===== src/rtl/irq_pkg.sv =====
// rtl/irq_pkg.sv - shared types and constants for the interrupt pending controller
// Contents:
//   N_SRC   number of request sources
//   ID_W    width of a source ID
//   irq_state_e  presentation FSM state encoding
package irq_pkg;

  localparam int unsigned N_SRC = 4;
  localparam int unsigned ID_W  = 2;

  // 2'd3 is never entered; the FSM recovers from it to IDLE.
  typedef enum logic [1:0] {
    IDLE    = 2'd0,
    PRESENT = 2'd1,
    GAP     = 2'd2
  } irq_state_e;

endpackage


===== src/rtl/irq_pri_enc.sv =====
// rtl/irq_pri_enc.sv - 4:2 priority encoder, highest index wins
// Ports:
//   eligible_i  unmasked pending sources
//   enc_o       index of the highest set bit (0 when none set)
//   any_o       at least one bit of eligible_i is set
module irq_pri_enc
  import irq_pkg::*;
(
  input  logic [N_SRC-1:0] eligible_i,
  output logic [ID_W-1:0]  enc_o,
  output logic             any_o
);

  always_comb begin
    enc_o = '0;
    any_o = 1'b0;
    casez (eligible_i)
      4'b1???: begin enc_o = 2'd3; any_o = 1'b1; end
      4'b01??: begin enc_o = 2'd2; any_o = 1'b1; end
      4'b001?: begin enc_o = 2'd1; any_o = 1'b1; end
      4'b0001: begin enc_o = 2'd0; any_o = 1'b1; end
      default: begin enc_o = 2'd0; any_o = 1'b0; end
    endcase
  end

endmodule


===== src/rtl/irq_pend_ctrl.sv =====
// rtl/irq_pend_ctrl.sv - rising-edge interrupt latch with prioritised valid/ack presentation
// Ports:
//   clk        rising-edge clock
//   rst        synchronous active-high reset
//   irq_in     raw request levels (synchronous to clk)
//   irq_mask   1 = source cannot be presented (still latches pending)
//   irq_ack    consumer accepts the presented ID while irq_valid=1
//   irq_valid  an ID is being presented
//   irq_id     presented source ID, stable while irq_valid=1
//   irq_pend   pending register readback
module irq_pend_ctrl
  import irq_pkg::*;
(
  input  logic             clk,
  input  logic             rst,
  input  logic [N_SRC-1:0] irq_in,
  input  logic [N_SRC-1:0] irq_mask,
  input  logic             irq_ack,
  output logic             irq_valid,
  output logic [ID_W-1:0]  irq_id,
  output logic [N_SRC-1:0] irq_pend
);

  irq_state_e       state_q, state_d;
  logic [N_SRC-1:0] prev_q;
  logic [N_SRC-1:0] pend_q, pend_d;
  logic             valid_q, valid_d;
  logic [ID_W-1:0]  id_q, id_d;

  logic [N_SRC-1:0] rise;
  logic [N_SRC-1:0] clr;
  logic [N_SRC-1:0] eligible;
  logic [N_SRC-1:0] one_hot_base;
  logic [ID_W-1:0]  enc;
  logic             any;
  logic             accept;

  // prev resets to 0, so a line already high at reset release counts as an edge.
  assign rise = irq_in & ~prev_q;

  // An ack only counts while something is presented.
  assign accept       = (state_q == PRESENT) && irq_ack;
  assign one_hot_base = {{(N_SRC-1){1'b0}}, 1'b1};
  assign clr          = accept ? (one_hot_base << id_q) : '0;

  // Set beats clear: a new edge on the acked source re-pends it.
  assign pend_d = rise | (pend_q & ~clr);

  assign eligible = pend_q & ~irq_mask;

  irq_pri_enc u_pri_enc (
    .eligible_i (eligible),
    .enc_o      (enc),
    .any_o      (any)
  );

  always_comb begin
    state_d = state_q;
    valid_d = valid_q;
    id_d    = id_q;
    unique case (state_q)
      IDLE: begin
        valid_d = 1'b0;
        if (any) begin
          state_d = PRESENT;
          valid_d = 1'b1;
          id_d    = enc;
        end
      end
      PRESENT: begin
        // ID is frozen here; mask changes and new higher edges wait for the next arbitration.
        valid_d = 1'b1;
        if (irq_ack) begin
          state_d = GAP;
          valid_d = 1'b0;
        end
      end
      GAP: begin
        state_d = IDLE;
        valid_d = 1'b0;
      end
      default: begin
        state_d = IDLE;
        valid_d = 1'b0;
      end
    endcase
  end

  always_ff @(posedge clk) begin
    if (rst) begin
      state_q <= IDLE;
      prev_q  <= '0;
      pend_q  <= '0;
      valid_q <= 1'b0;
      id_q    <= '0;
    end else begin
      state_q <= state_d;
      prev_q  <= irq_in;
      pend_q  <= pend_d;
      valid_q <= valid_d;
      id_q    <= id_d;
    end
  end

  assign irq_valid = valid_q;
  assign irq_id    = id_q;
  assign irq_pend  = pend_q;

endmodule


===== config.mk =====
export PLATFORM = sky130hd
export DESIGN_NAME = irq_pend_ctrl
export DESIGN_NICKNAME = d
export VERILOG_FILES = /design/src/rtl/irq_pkg.sv /design/src/rtl/irq_pri_enc.sv /design/src/rtl/irq_pend_ctrl.sv
export SDC_FILE = /design/constraint.sdc
export NUM_CORES = 1
export LEC_CHECK = 0
export ABC_AREA = 1
export BUFFER_PORTS_ARGS = -buffer_cell sky130_fd_sc_hd__buf_2
export CAP_MARGIN = 0
export CORE_AREA = 4 4 41 43
export DETAILED_ROUTE_END_ITERATION = 6
export DIE_AREA = 0 0 45 47
export GPL_TIMING_DRIVEN = 0
export SYNTH_ARGS = -nofsm -noshare
export SYNTH_HDL_FRONTEND = slang
export SYNTH_SLANG_ARGS = --single-unit
export TNS_END_PERCENT = 5

===== constraint.sdc =====
create_clock -name clk -period 0.9 [get_ports clk]
set_input_delay 0.18 -clock clk [delete_from_list [all_inputs] [get_ports clk]]
set_output_delay 0.18 -clock clk [all_outputs]
set_load 0.02 [all_outputs]

* Word-level counts from Yosys, hierarchy flattened
Index checks and enable logic that the tools add are counted.
** Storage, ports and cells
- Register bits after elaboration :: 13
- Bits in latches :: 0
- RAM bits :: 0
- Memory bits (read-only) :: 0
- Bits of input ports :: 11
- Output and inout port bits :: 7
- Logic and storage cells :: 33
- Memories :: 0
** Cells by class
- Add/sub/neg operators :: 0
- Multiply operators :: 0
- Div/mod/pow operators :: 0
- Magnitude comparators :: 0
- Equal/unequal tests :: 6
- Shift-type cells :: 1
- Multiplexer cells :: 9
- Bitwise operators :: 7
- Reduce and logical (&&, ||, !) cells :: 5
** Operators by type and width (count)
- $and 4x4->4 :: 3
- $not 4->4 :: 3
- $pmux 2 s3 :: 1
- $eq 2x1->1 const B :: 2
- $eq 4x1->1 const B :: 1
- $mux 2 :: 2
- $mux 4 :: 1
- $ne 2x2->1 const B :: 2
- $or 4x4->4 :: 1
- $pmux 2 s2 :: 1
- $reduce_and 2->1 :: 2
- $reduce_or 4->1 :: 1
- $shl 1x2->4 const A :: 1
- $eq 3x1->1 const B :: 1
- $mux 1 :: 3
- $logic_not 2->1 :: 1
- $pmux 1 s2 :: 1
- $logic_and 1x1->1 :: 1

* Longest topological paths before layout
Gate-level depths: netlist (run 1).
- Depth after elaboration :: 7
- Mapped depth :: 7
- Depth with buffers taken out :: 7

* Cells and area by module
From an unflattened synthesis (run 1), not the netlist that was laid out.
** Second synthesis, totals
- Cells, all modules :: 83
- Area total of the unflattened synthesis :: 574.3 um^2
** By module, submodules not included
- irq_pend_ctrl :: instances 1, cells an instance 75, area each 541.8 um^2, sequential area each 260.2 um^2
- irq_pri_enc :: instances 1, cells an instance 8, area each 32.5 um^2, sequential area each 0.0 um^2

* Worst setup path after synthesis (run 1)
Ideal clock, no wire load.
- Kind :: register to register
- From :: register pend_q[1], in the netlist irq_pend[1]
- To :: register id_q[0], in the netlist irq_id[0]
- Setup time :: 115 ps
- Arrival :: 846 ps
- Required time :: 785 ps
- Slack :: -61 ps
- Stages on the path, launching flop included :: 6
- Buffers on the path :: 0
- Clock period less this slack :: 961 ps
- Cell sequence :: dfxtp_1 > nand2_1 > nand2_1 > nand2_1 > a21oi_1 > nor2_1
** On the way
- Cells in the longest elaborated chain, start to end :: 5
- Elaborated cells between the ends (all ways) :: 7
- Those cells by class :: 2 x eq/ne; 2 x mux; 1 x bitwise; 2 x reduce/logical
** RTL lines
- from (decl) :: line irq_pend_ctrl.sv:26 : logic [N_SRC-1:0] pend_q, pend_d;
- from (signal assigned) :: line irq_pend_ctrl.sv:99 : pend_q <= pend_d;
- $and 4x4->4 * :: line irq_pend_ctrl.sv:49 : assign eligible = pend_q & ~irq_mask;
- $eq 4x1->1 / $eq 3x1->1 (equally long branches) :: line irq_pri_enc.sv:17 : casez (eligible_i)
- $reduce_or 4->1 (no line)
- $mux 1 :: line irq_pri_enc.sv:17
- $reduce_and 2->1 (no line)
- to (signal assigned) :: line irq_pend_ctrl.sv:101 : id_q <= id_d;
- to (decl) :: line irq_pend_ctrl.sv:28 : logic [ID_W-1:0] id_q, id_d;
Every way passes the cells marked *; elsewhere a longest branch is shown, timed or not.
A chain may end at the register's enable or synchronous reset.

* Worst setup path after layout (run 1)
- From :: register pend_q[3], in the netlist irq_pend[3]
- To :: output port irq_pend[3]
** RTL lines
- to (decl) :: line irq_pend_ctrl.sv:21 : output logic [N_SRC-1:0] irq_pend
No word-level cell between the ends.

==> flow_metrics.py, run 1 <==
metrics = {
    "floorplanning": {
        "die-area_um2": 2120,
        "initial_core_util": 0.384,
        "die_h_um": 47,
        "die_w_um": 45,
        "rows": 13,
        "core-area_um2": 1300,
        "pin_count": 18,
    },
    "timing": {
        "finClkSkew_ns": 0.00753,
        "rsz0062_at_grt": "yes",
        "setup_viol_count_final": 8,
        "finalHoldViolCount": 0,
        "finalMaxSlewViolations": 0,
        "finalCritPeriodShare": 1.05,
        "fin_crit_ns": 0.944,
        "slew-limit-headroom": 0.789,
        "clock.fmax_mhz": 1060,
        "worst_pin_slew_ns": 0.314,
        "layout_setup_ws_ns": -0.0442,
    },
    "placed_design": {
        "hpwl_um": 748,
        "routabilityCongestion": 0.734,
        "port_buffers": 17,
    },
    "drt": {
        "antenna_left": 0,
        "wirelength_um": 990,
        "drc": 0,
        "drt_iter0_drc": 5,
        "wire_per_inst_um": 9.52,
        "drtPass1Iterations": 3,
        "viasPerCell": 4.65,
        "vias": 484,
    },
    "finish": {
        "syn_to_final_growth_pct": 49.1,
        "diodes": 0,
        "drive_above_1_share": 0.517,
        "final_nets": 101,
        "fin_util": 0.572,
    },
    "global_route": {
        "grt_usage": 0.111,
        "antenna_found_initial": 0,
        "grt_max_degree": 11,
        "grt_util_met3": 0.0307,
        "grt_pass1_vias": 436,
        "busiest_layer": "met2",
        "met2_usage": 0.167,
        "overflow": 0,
        "grt_use_met1": 0.134,
        "grt_pass1_wl_mm": 1.65,
    },
    "hold_path": {
        "hold_depth": 2,
        "hp-class": "input port to register",
        "whs_endpoint": "state_q[1]",
        "min_from": "rst",
    },
    "logic_synthesis": {
        "synth_seq_cells": 13,
        "syn_inst": 67,
        "ys_warn_count": 0,
        "syn-num-nets": 78,
        "ys_types": 11,
        "syn_avg_cell_area_um2": 7.45,
        "yosysSeqAreaShare": 0.521,
        "synth_area_um2": 499,
    },
    "cts": {
        "cts_hold_buf": 0,
        "clock_latency_ns": 0.27,
        "clk_pin_slew_ns": 0.08,
        "cts_tree": "done",
        "cts.sinks": 13,
        "cts_inserted_buffers": 3,
        "root_buffer": "clkbuf_4",
        "htree_levels": 1,
        "clk_path_buf_depth": 2,
    },
    "worst_setup_path": {
        "cpPeakStageDelay_ns": 0.37,
        "path_depth": 1,
        "crit_type": "register to output port",
        "crit_path_end_kind": "output port",
        "crit_path_start_kind": "register",
        "worstPathCellList": "buf_6",
        "slowest_stage": "dfxtp_2",
        "rr_endpoint": "state_q[0]",
        "required_ns": 0.72,
        "path_buf_inv": 1,
        "ff2ff_path_depth": 6,
        "r2r_setup_slack_ns": -0.01,
        "path_delay_family": "flip-flops",
        "arrival_ns": 0.76,
        "r2r_start": "irq_pend[3]",
        "crit_fanout": 3,
    },
    "power": {
        "peakVddDrop_uv": 1190,
        "total_power_mw": 1.39,
        "power_density_nw_per_um2": 1860,
        "p_leak_nw": 0.386,
    },
    "status": {
        "status": "finished, violations left",
        "violations": "setup timing",
    },
    "flow_run": {
        "drv_cap": 0,
    },
}
-- cell usage after synthesis --
cell / n / share of area
inv_1: 14 / 0.11
o21ai_2: 3 / 0.053
nor2_1: 3 / 0.023
nand3_1: 7 / 0.070
nand2_1: 19 / 0.14
nor3_1: 2 / 0.020
o22ai_1: 2 / 0.025
clkinv_1: 1 / 0.0075
dfxtp_1: 13 / 0.52
a21oi_1: 2 / 0.020
nor2_2: 1 / 0.013
-- placed cells by master (no fill, tap or decap), types with 2 or more instances in the layout --
master,instances
a21oi_1,2
buf_2,10
buf_6,7
clkbuf_4,3
dfxtp_1,4
dfxtp_2,7
dfxtp_4,2
inv_1,12
inv_2,2
nand2_1,13
nand2_2,6
nand3_1,4
nand3_2,2
nor2_1,3
o21ai_2,3
o22ai_1,2
-- power breakdown --
part	total [mW]	leakage [nW]	switching [mW]	internal, mW
combinational	0.329	0.259	0.173	0.157
sequential	0.698	0.111	0.0555	0.642
clock	0.360	0.0150	0.189	0.172
total	1.39	0.386	0.417	0.971
-- stage by stage --
| step | instances | setup WS (ns) | area, um2 | setup TNS [ns] | hold WS [ns] |
|---|---|---|---|---|---|
| 6_report | 104 | -0.0442 | 744 | -0.241 | 0.0842 |
| 5_1_grt | 104 | -0.0754 | 744 | -0.662 | 0.0846 |
| 4_1_cts | 104 | -0.0438 | 699 | -0.254 | 0.0898 |
| 3_5_place_dp | 99 | -0.0517 | 608 | -0.244 | 0.379 |
| 3_3_place_gp | 99 | -0.0586 | 608 | -0.203 | 0.375 |
| 2_1_floorplan | 67 | -0.0261 | 504 | -0.0367 | 0.249 |
-- routing by layer --
layer | vias up | wire length, um
li1 | 254 | -
met1 | 215 | 430
met2 | 11 | 460
met3 | 4 | 66
met4 | 0 | 33
met5 | - | 0
-- how the worst max path moves through the flow --
stage | start | slack [ns] | end
5_1_grt | irq_pend[3] | -0.08 | irq_pend[3]
2_1_floorplan | irq_id[0] | -0.03 | irq_pend[1]
3_3_place_gp | state_q[0] | -0.06 | irq_pend[0]
3_5_place_dp | state_q[0] | -0.05 | irq_pend[0]
4_1_cts | irq_id[0] | -0.04 | irq_id[0]
6_report | irq_pend[3] | -0.04 | irq_pend[3]
-- area by class of cell --
type	instances	area [um2]
Tap cell	15	18.8
Clock buffer	4	26.3
Multi-Input combinational cell	39	230
Inverter	15	56.3
Fill cell	134	557
Sequential cell	13	277
Timing Repair Buffer	18	136
-- flip-flops by register name (all words and copies together) (netlist names) --
| register | flops |
|---|---|
| irq_pend | 4 |
| irq_valid | 1 |
| prev_q | 4 |
| irq_id | 2 |
| state_q | 2 |
-- kinds of logic (layout without fill, tap and decap cells) --
kind of cell,after synthesis,count (layout),synth area share
compound gates,7,7,0.0978
buf+inv,15,37,0.113
flops,13,13,0.521
simple gates,32,32,0.268
-- timing repair --
action,CTS,global route
endpoints found under the setup margin,13,14
endpoints found under the hold margin,0,0
resized for setup,20,15
setup buffers,1,0
pin swaps,0,3
Note: power is estimated with default switching activity, not from simulation.
==> run 2: changes to the inputs <==
REMOVE_ABC_BUFFERS = 1   (was default)
==> run 2 against run 1 <==
The flow still finishes with violations (setup timing). Non-clock buffer count grew 1. Power grew 1.0%. Worst setup slack better by 0.0041 ns. Wire length grew 9.9%. Sequential power decreased by 1%. Combinational power is 5% higher. Core utilization down 0.19 points. Critical path depth unchanged. Global-route usage grew 0.32 points. First-iteration DRC count rose by 40%. Sequential share of layout area decreased by 0.55 points. Worst hold slack got worse by 0.010 ns. Critical path type unchanged. Largest cell class unchanged.
==> flow_metrics.py, run 2 (synthesized netlist as in run 1, its figures left out) <==
metrics = {
    "cts": {
        "cts_inserted_buffers": 3,
        "clock_latency_ns": 0.28,
        "cts_tree": "done",
        "htree_levels": 1,
        "clk_pin_slew_ns": 0.08,
        "clk_path_buf_depth": 2,
        "root_buffer": "clkbuf_4",
        "cts.sinks": 13,
        "cts_hold_buf": 0,
    },
    "worst_setup_path": {
        "startpoint": "irq_pend[2]",
        "crit_path_end_kind": "output port",
        "cpPeakStageDelay_ns": 0.36,
        "worstPathCellList": "buf_6",
        "crit_fanout": 3,
        "crit_path_start_kind": "register",
        "path_delay_family": "flip-flops",
        "path_buf_inv": 1,
        "rr_endpoint": "state_q[0]",
        "r2r_start": "irq_pend[2]",
        "arrival_ns": 0.76,
        "crit_type": "register to output port",
        "crit_path_end": "irq_pend[2]",
        "slowest_stage": "dfxtp_2",
        "required_ns": 0.72,
        "ff2ff_path_depth": 6,
        "r2r_setup_slack_ns": -0.01,
        "path_depth": 1,
    },
    "flow_run": {
        "drv_cap": 0,
    },
    "drt": {
        "wire_per_inst_um": 10.4,
        "drtPass1Iterations": 3,
        "antenna_left": 0,
        "vias": 467,
        "drt_iter0_drc": 7,
        "drc": 0,
        "viasPerCell": 4.45,
        "wirelength_mm": 1.09,
    },
    "timing": {
        "holdWs_ns": 0.0737,
        "finalMaxSlewViolations": 0,
        "setup_viol_count_final": 9,
        "clock.fmax_mhz": 1060,
        "rsz0062_at_grt": "yes",
        "layout_setup_ws_ns": -0.0401,
        "finalHoldViolCount": 0,
        "finClkSkew_ns": 0.00166,
        "worst_pin_slew_ns": 0.301,
        "fin_crit_ns": 0.940,
        "tns_ns": -0.192,
        "slew-limit-headroom": 0.798,
        "finalCritPeriodShare": 1.04,
    },
    "floorplanning": {
        "initial_core_util": 0.384,
        "rows": 13,
        "die_w_um": 45,
        "pin_count": 18,
        "die-area_um2": 2120,
        "die_h_um": 47,
        "core-area_um2": 1300,
    },
    "placed_design": {
        "place_ws_ns": -0.0532,
        "port_buffers": 17,
        "dpl_cell_area_um2": 603,
        "routabilityCongestion": 0.739,
        "place_inst": 99,
        "hpwl_um": 733,
    },
    "power": {
        "peakVddDrop_uv": 1180,
        "total_power_mw": 1.40,
        "power_density_nw_per_um2": 1890,
        "p_leak_nw": 0.389,
    },
    "global_route": {
        "grt_usage": 0.114,
        "grt_pass1_wl_mm": 1.62,
        "overflow": 0,
        "grt_max_degree": 11,
        "grt_pass1_vias": 417,
        "antenna_found_initial": 0,
    },
    "finish": {
        "final_common_cell": "nand2_1",
        "syn_to_final_growth_pct": 48.6,
        "fin_util": 0.570,
        "diodes": 0,
        "final_nets": 102,
        "fin_cells": 105,
        "drive_above_1_share": 0.511,
        "fin_area_um2": 742,
        "final_cell_mix": "nand2_1 (13), inv_1 (12), buf_2 (10)",
    },
    "status": {
        "status": "finished, violations left",
        "violations": "setup timing",
    },
    "hold_path": {
        "hp-class": "input port to register",
    },
}
run 2: changes by cell type in the layout (fill, tap and decap cells not counted), sizes merged:
cell / previous run / this run
buf: 18 / 19
run 2: layout make-up:
class / count / area, um2
Multi-Input combinational cell: 39 / 225
Tap cell: 15 / 18.8
Clock buffer: 4 / 26.3
Inverter: 15 / 56.3
Sequential cell: 13 / 272
Fill cell: 131 / 559
Timing Repair Buffer: 19 / 144
run 2: worst min-delay path by stage:
stage / start / end / slack (ns) / cells after the start
after detailed placement: rst / irq_id[1] / 0.38 / 2
after global placement: rst / state_q[1] / 0.37 / 2
final: rst / irq_id[1] / 0.07 / 2
after floorplan: rst / irq_id[1] / 0.25 / 1
after global routing: rst / state_q[1] / 0.09 / 2
after CTS: rst / irq_id[1] / 0.07 / 2
run 2: where the power goes:
part / total, mW / internal, mW / switching, mW
registers: 0.690 / 0.641 / 0.0489
logic: 0.347 / 0.164 / 0.183
clock network: 0.364 / 0.172 / 0.192
total: 1.40 / 0.978 / 0.423
run 2: timing repair:
action	4_1_cts	5_1_grt
buffers inserted	2	0
setup endpoints to repair	13	14
resized for setup	25	11
pin swaps	0	4
gates cloned	0	0
run 2: metal layers:
metal / global-route usage / vias to the layer above / part of all wire
met5: 0 / - / 0
met4: 0.123 / 0 / 0.037
met3: 0.0421 / 5 / 0.066
met2: 0.161 / 12 / 0.46
met1: 0.127 / 198 / 0.43
li1: - / 252 / -
==> run 3: changes to the inputs <==
clock period = 1 ns   (was 0.9 ns; I/O delays follow)
==> run 3 against run 2 <==
The run now ends clean. Die area unchanged. Non-clock buffer count down 2. Combinational power down 29%. Clock skew down 0.0011 ns. Via count down 3.2%. Clock power down 12%. Core utilization down 5.5 points. Worst setup slack better by 0.062 ns. Highest routed layer unchanged.
==> flow_metrics.py, run 3 (synthesized netlist as in run 1, its figures left out) <==
metrics = {
    "status": {
        "status": "complete, no violations",
    },
    "placed_design": {
        "port_buffers": 17,
        "place_ws_ns": 0.0468,
        "routabilityCongestion": 0.739,
        "hpwl_um": 733,
    },
    "power": {
        "peakVddDrop_uv": 834,
        "power_density_nw_per_um2": 1760,
        "p_leak_nw": 0.370,
    },
    "finish": {
        "final_cell_mix": "nand2_1 (18), inv_1 (14), buf_2 (11)",
        "drive_above_1_share": 0.375,
        "diodes": 0,
        "final_common_cell": "nand2_1",
        "syn_to_final_growth_pct": 34.3,
        "final_nets": 100,
    },
    "floorplanning": {
        "initial_core_util": 0.384,
        "core-area_um2": 1300,
        "pin_count": 18,
        "rows": 13,
        "die_h_um": 47,
        "die-area_um2": 2120,
        "die_w_um": 45,
    },
    "drt": {
        "wire_per_inst_um": 9.40,
        "viasPerCell": 4.39,
        "drtPass1Iterations": 2,
        "antenna_left": 0,
        "drc": 0,
        "drt_iter0_drc": 5,
        "wirelength_um": 968,
        "vias": 452,
    },
    "timing": {
        "holdWs_ns": 0.105,
        "rsz0062_at_grt": "yes",
        "finClkSkew_ns": 0.000517,
        "fin_crit_ns": 0.978,
        "clock.fmax_mhz": 1020,
        "finalMaxSlewViolations": 0,
        "setup_viol_count_final": 0,
        "slew-limit-headroom": 0.801,
        "worst_pin_slew_ns": 0.297,
        "layout_setup_ws_ns": 0.0223,
        "finalHoldViolCount": 0,
        "finalCritPeriodShare": 0.978,
    },
    "cts": {
        "clk_path_buf_depth": 2,
        "cts_inserted_buffers": 3,
        "cts_tree": "done",
        "cts.sinks": 13,
        "ctsResizeCount": 7,
        "htree_levels": 1,
        "cts_hold_buf": 0,
        "clock_latency_ns": 0.27,
        "cts_setup_buffers": 0,
        "root_buffer": "clkbuf_4",
        "clk_pin_slew_ns": 0.07,
    },
    "global_route": {
        "grt_pass1_vias": 393,
        "grt_max_degree": 11,
        "met2_usage": 0.147,
        "antenna_found_initial": 0,
        "grt_usage": 0.111,
        "grt_pass1_wl_mm": 1.57,
        "overflow": 0,
        "grt_util_met3": 0.0421,
        "grt_use_met1": 0.129,
        "busiest_layer": "met2",
    },
    "flow_run": {
        "drv_cap": 0,
    },
    "worst_setup_path": {
        "crit_path_start_kind": "register",
        "path_delay_family": "flip-flops",
        "worstPathCellList": "buf_4",
        "r2r_start": "irq_pend[1]",
        "r2r_setup_slack_ns": 0.09,
        "required_ns": 0.80,
        "crit_path_end_kind": "output port",
        "slowest_stage": "dfxtp_4",
        "arrival_ns": 0.78,
        "path_buf_inv": 1,
        "crit_fanout": 4,
        "startpoint": "irq_id[0]",
        "cpPeakStageDelay_ns": 0.35,
        "crit_type": "register to output port",
    },
    "hold_path": {
        "hp-class": "input port to register",
        "min_from": "rst",
    },
}
## run 3: layer usage
| metal | vias up | wire length, um |
|---|---|---|
| li1 | 250 | - |
| met1 | 187 | 441 |
| met2 | 11 | 420 |
| met3 | 4 | 70 |
| met4 | 0 | 36 |
| met5 | - | 0 |
## run 3: worst paths after layout
kind	end	cells past startpoint
worst max-delay path	irq_id[0]	1
worst min-delay path	irq_id[1]	2
worst max register to register	state_q[0]	6
worst min register to register	irq_pend[3]	1
## run 3: area by class of cell
type                            count  area (um2)
Fill cell                         145         631
Multi-Input combinational cell     39         190
Clock buffer                        4        26.3
Inverter                           15        56.3
Sequential cell                    13         272
Timing Repair Buffer               17         108
Tap cell                           15        18.8
## run 3: through the flow
| stage | power [mW] | setup TNS (ns) | cell area [um2] | cells | utilization |
|---|---|---|---|---|---|
| global placement | 0.835 | 0 | 603 | 99 | 0.463 |
| detailed placement | 0.837 | 0 | 603 | 99 | 0.463 |
| floorplan | 0.762 | 0 | 499 | 67 | - |
| global route | 1.25 | -0.0167 | 671 | 103 | 0.515 |
| CTS | 1.18 | -0.0162 | 644 | 103 | 0.495 |
| finish | 1.18 | 0 | 671 | 103 | 0.515 |
## run 3: power breakdown
part / switching [mW] / total (mW) / internal [mW]
logic: 0.140 / 0.246 / 0.106
registers: 0.0383 / 0.615 / 0.576
clock network: 0.165 / 0.320 / 0.155
total: 0.343 / 1.18 / 0.837
